## src/rtl/sr_register_bank.sv

```systemverilog
// Bank of WIDTH independent SR latches. Each s/r input is qualified by a
// FILT-cycle consecutive-high filter. Conflict flags are sticky, changed flags pulse.
module sr_register_bank #(
  parameter int unsigned WIDTH = 4,
  parameter int unsigned FILT  = 2,
  parameter int unsigned MODE  = 0,
  parameter int unsigned INIT  = 0
) (
  input  logic             clk,
  input  logic             rst,
  input  logic [WIDTH-1:0] s,
  input  logic [WIDTH-1:0] r,
  input  logic             clr_conflict,
  output logic [WIDTH-1:0] q,
  output logic [WIDTH-1:0] qb,
  output logic [WIDTH-1:0] conflict,
  output logic [WIDTH-1:0] changed
);

  localparam int unsigned      CW   = $clog2(FILT + 1);
  localparam logic [CW-1:0]    CMAX = CW'(FILT);
  localparam logic [WIDTH-1:0] QRST = (INIT != 0) ? '1 : '0;

  logic [CW-1:0]    cnt_s      [WIDTH];
  logic [CW-1:0]    cnt_r      [WIDTH];
  logic [CW-1:0]    cnt_s_next [WIDTH];
  logic [CW-1:0]    cnt_r_next [WIDTH];
  logic [WIDTH-1:0] s_q;
  logic [WIDTH-1:0] r_q;
  logic [WIDTH-1:0] q_next;
  logic [WIDTH-1:0] conflict_next;
  logic [WIDTH-1:0] changed_next;

  // Filter counters, qualification decode and per-channel next state
  always_comb begin
    s_q           = '0;
    r_q           = '0;
    q_next        = q;
    conflict_next = conflict;
    changed_next  = '0;
    for (int i = 0; i < WIDTH; i++) begin
      cnt_s_next[i] = '0;
      cnt_r_next[i] = '0;
    end
    for (int i = 0; i < WIDTH; i++) begin
      s_q[i] = (cnt_s[i] == CMAX);
      r_q[i] = (cnt_r[i] == CMAX);
      if (s[i]) cnt_s_next[i] = s_q[i] ? CMAX : cnt_s[i] + CW'(1);
      if (r[i]) cnt_r_next[i] = r_q[i] ? CMAX : cnt_r[i] + CW'(1);
      if (s_q[i] && !r_q[i]) begin
        q_next[i] = 1'b1;
      end else if (r_q[i] && !s_q[i]) begin
        q_next[i] = 1'b0;
      end else if (s_q[i] && r_q[i]) begin
        case (MODE)
          1:       q_next[i] = 1'b1;
          2:       q_next[i] = 1'b0;
          3:       q_next[i] = ~q[i];
          default: q_next[i] = q[i];
        endcase
      end
    end
    // A fresh conflict beats a simultaneous clear
    conflict_next = (conflict & ~{WIDTH{clr_conflict}}) | (s_q & r_q);
    changed_next  = q_next ^ q;
  end

  always_ff @(posedge clk) begin
    if (rst) begin
      q        <= QRST;
      qb       <= ~QRST;
      conflict <= '0;
      changed  <= '0;
      for (int i = 0; i < WIDTH; i++) begin
        cnt_s[i] <= '0;
        cnt_r[i] <= '0;
      end
    end else begin
      q        <= q_next;
      qb       <= ~q_next;
      conflict <= conflict_next;
      changed  <= changed_next;
      for (int i = 0; i < WIDTH; i++) begin
        cnt_s[i] <= cnt_s_next[i];
        cnt_r[i] <= cnt_r_next[i];
      end
    end
  end

endmodule

```

## config.mk

```make
export PLATFORM = sky130hd
export DESIGN_NAME = sr_register_bank
export DESIGN_NICKNAME = d
export VERILOG_FILES = /design/src/rtl/sr_register_bank.sv
export SDC_FILE = /design/constraint.sdc
export NUM_CORES = 1
export LEC_CHECK = 0
export CORE_ASPECT_RATIO = 0.9
export CORE_MARGIN = 3
export CORE_UTILIZATION = 43
export CTS_CLUSTER_SIZE = 12
export DETAILED_ROUTE_END_ITERATION = 7
export GPL_ROUTABILITY_DRIVEN = 1
export PLACE_DENSITY_LB_ADDON = 0.3
export SLEW_MARGIN = 10
export SYNTH_ARGS = -nofsm -noshare
export SYNTH_HDL_FRONTEND = slang
export SYNTH_SLANG_ARGS = --single-unit
```

## constraint.sdc

```tcl
create_clock -name clk -period 1.1 [get_ports clk]
set_clock_uncertainty 0.05 [all_clocks]
set_input_delay 0.165 -clock clk [delete_from_list [all_inputs] [get_ports clk]]
set_output_delay 0.165 -clock clk [all_outputs]
set_load 0.01 [all_outputs]
```

# == Word-level counts from Yosys, hierarchy flattened ==
# Memories as Yosys holds them, arrays and structs flattened.
# Cells that the tools add are included.
# word_totals
ramBits,16
word_cells,87
regBits,16
in_bits,11
output_inout_bits,16
mem_count,2
# classes
n_eq_ne,8
muxes,35
addsub,8
bitwise,14
reduce_logical,16
# mem_list
name,depth,word_bits,read_ports,rd_ports_with_merged_regs,write_ports,line,rtl
cnt_r,4,2,4,0,4,25,logic [CW-1:0] cnt_r [WIDTH];
cnt_s,4,2,4,0,4,24,logic [CW-1:0] cnt_s [WIDTH];
# ops
operator,n
$mux W2,24
$add A2 B1 Y2 const B,8
$eq A2 B2 Y1 const B,8
$mux W1,11
$and A4 B4 Y4,2
$logic_and A1 B1 Y1,8
$logic_not A1 Y1,8
$not A4 Y4,2
$or A1 B1 Y1,8
$or A4 B4 Y4,1
$xor A4 B4 Y4,1

# == Longest topological paths before layout ==
# logic_depth
depth_word,6
mapped_depth,4
mapped_depth_nobuf,4

# == Least setup slack after synthesis ==
# No wires, ideal clock.
# synth_timing
kind,reg2reg
start,memory cnt_r[0][0] (netlist bit)
end,register changed[0]
setup_ns,0.066
path_stages_with_launch,5
path_buffers,0
t_arrival_ns,1.073
setup_slack_ns,-0.089
required_ns,0.984
period_less_slack_ns,1.189
cell_sequence,dfxtp_1 -> inv_1 -> ha_1 -> or3b_1 -> a21oi_2
# synth_lines
element,line,rtl
"start, declared",25,
"end signal, assigned",82,changed <= changed_next;
"end, declared",17,output logic [WIDTH-1:0] changed

==> results.py <==
metrics = {
    "placement": {
        "hpwl_mm": 1.61,
        "placed_cell_area_um2": 1610,
        "numPortBuffers": 26,
        "dp.cells": 181,
        "place.gp.congestion": 0.769,
    },
    "critical_path": {
        "r2r_slack_ps": -70,
        "cp.required_ps": 1300,
        "crit_family": "simple AND/OR/NAND/NOR gates",
        "cp_max_fo": 3,
        "rr_worst_depth": 4,
        "endpoint_kind": "register",
        "start_kind": "register",
        "regToRegEndpoint": "changed[0]$_SDFF_PP0_",
        "worstSetupEndpoint": "changed[0]$_SDFF_PP0_",
        "crit_start": "cnt_r[0][0]$_SDFF_PP0_",
        "cp.arrival_ps": 1370,
        "worst_path_largest_cell_delay_ps": 360,
        "crit_buf_inv": 1,
        "timing.rr.start": "cnt_r[0][0]$_SDFF_PP0_",
        "path_cells": "inv_2 -> ha_4 -> or3b_4 -> a21oi_2",
        "path_depth": 4,
        "critPathKind": "register to register",
        "slowest_stage": "or3b_4",
    },
    "power_and_ir_drop": {
        "max-vdd-ir-drop_uv": 894,
        "p_leak_nw": 0.711,
        "pwr_density_cell_nw_per_um2": 1240,
        "p_total_mw": 2.16,
    },
    "finish": {
        "diodes": 0,
        "fillers": 193,
        "area_growth_pct": 49.5,
        "layout_common_cells": "20 x buf_4, 17 x dfxtp_2, 15 x dfxtp_1, 13 x nand2b_1, 10 x clkdlybuf4s50_1",
        "final_cells": 195,
        "layout.nets": 185,
        "final_layout_size_suffix_gt1_frac": 0.509,
        "finalInstanceArea_um2": 1740,
        "final_common_cell": "buf_4",
    },
    "global_routing": {
        "grt_overflow_total": 0,
        "grt.busiest_layer": "met2",
        "gr-usage-met3": 0.0491,
        "grt_max_degree": 13,
        "gr-usage-met1": 0.176,
        "grt_pass1_wl_mm": 3.86,
        "antenna_found_initial": 0,
        "met2_usage": 0.244,
        "grt_pass1_vias": 922,
        "grt_use_total": 0.152,
    },
    "synth": {
        "synthCells": 115,
        "yosysUniqueCellTypes": 16,
        "syn_area_per_cell_um2": 10.1,
        "synth_area_um2": 1160,
        "synth_warnings": 0,
        "synth_seq_area_share": 0.552,
        "syn_nets": 134,
        "ys_seq_elements": 32,
    },
    "run_status": {
        "outcome": "finished with violations",
        "violations": "setup timing",
    },
    "die": {
        "initial_core_util": 0.463,
        "core_area_um2": 2510,
        "chipHeight_um": 55.3,
        "rows": 17,
        "dieWidth_um": 60.8,
        "die-area_um2": 3360,
        "pin_count": 27,
    },
    "clock_tree": {
        "cts_sinks": 32,
        "cts_made_buffers": 5,
        "insertion_delay_ps": 310,
        "tritoncts": "done",
        "cts_buffer_depth": 2,
        "clkTransAtPathRegs_ps": 90,
        "cts_max_level": 2,
        "cts_hold_buf": 0,
        "cts_root_buf": "clkbuf_4",
    },
    "detailed_routing": {
        "drtAntennaViolNets": 0,
        "vias_per_cell": 4.86,
        "firstDrtPassIters": 4,
        "drc": 0,
        "wl_per_cell_um": 11.3,
        "drt_first_iter_violations": 27,
        "dr_total_vias": 948,
        "drt_wl_total_mm": 2.21,
    },
    "timing": {
        "period_share": 1.06,
        "clock.fmax_mhz": 857,
        "hold_violations": 0,
        "rsz0062_at_grt": "yes",
        "slew_headroom": 0.878,
        "finalSetupViolations": 5,
        "fin_ws_ps": -66.3,
        "hold_ws_ps": 352,
        "min_period_ps": 1170,
        "tns_ps": -152,
        "final_max_slew_viol_count": 0,
        "worstMarginPinSlew_ps": 183,
    },
    "min_path": {
        "worst_hold_path_type": "input pin to register",
        "min_path_cells": 3,
        "hp-start": "r[2]",
    },
    "job": {
        "drv_cap": 0,
    },
}
-- worst min-delay path by stage --
stage and end:
2_1_floorplan cnt_r[3][0]$_SDFF_PP0_, 3_3_place_gp cnt_r[3][0]$_SDFF_PP0_, 3_5_place_dp cnt_r[3][0]$_SDFF_PP0_, 4_1_cts cnt_r[2][0]$_SDFF_PP0_, 5_1_grt cnt_r[2][0]$_SDFF_PP0_, 6_report cnt_r[2][0]$_SDFF_PP0_
-- layout make-up --
class                           instances  area (um^2)  area share
Multi-Input combinational cell         73          613       0.353
Timing Repair Buffer                   46          337       0.194
Tap cell                               28         35.0      0.0202
Inverter                                8         30.0      0.0173
Sequential cell                        32          662       0.381
Clock buffer                            8         58.8      0.0339
-- stage by stage --
stage                     utilization  setup WS (ps)
after floorplan                     -           4.01
after global placement          0.643           -139
after detailed placement        0.643           -223
after CTS                       0.698          -62.4
final                           0.691          -66.3
after global routing            0.691           -125
-- Yosys cell counts, drive strengths merged --
library cell,instances,area share
a21o,4,0.026
a21oi,12,0.061
buf,2,0.0086
dfxtp,32,0.55
ha,8,0.086
inv,8,0.026
nand2,7,0.023
nand2b,13,0.070
nand3b,4,0.026
nor2,8,0.026
nor2b,1,0.0054
nor3,8,0.034
nor3b,1,0.0065
o21bai,3,0.019
or3b,4,0.030
-- where the power goes --
group,total [mW],leakage (nW),internal (mW),switching [mW]
logic,0.249,0.412,0.144,0.105
registers,1.23,0.267,1.21,0.0255
clock network,0.673,0.0326,0.315,0.357
total,2.16,0.711,1.67,0.487
-- registers in the layout, summed over array words and instances, names as in the netlist --
name      count
cnt_r         8
cnt_s         8
changed       4
conflict      4
q             4
qb            4
-- routing by layer --
metal	share of wire	routed length, um	vias up
li1	-	-	489
met1	0.42	920	438
met2	0.52	1160	17
met3	0.043	95	4
met4	0.017	38	0
met5	0	0	-
-- worst min-delay path, delay by kind of cell --
kind / cells / cell delay [ps]
buffers and inverters: 1 / 400
and+or+nand+nor: 2 / 120
-- cells by family (layout without fill, tap and decap cells) --
logic type | after synthesis | in the layout | share of synthesized area
AO/OA/AOI/OAI | 19 | 19 | 0.107
adder cells (fa/ha/maj) | 8 | 8 | 0.0862
buffers and inverters | 10 | 62 | 0.0345
flip-flops | 32 | 32 | 0.552
AND/OR/NAND/NOR | 46 | 46 | 0.221
-- repair_timing --
action,in CTS,in global routing
buffers inserted,2,4
setup endpoints to repair,27,27
gates resized for setup,63,28
pin swaps,6,4
(Power assumes the default switching activity.)
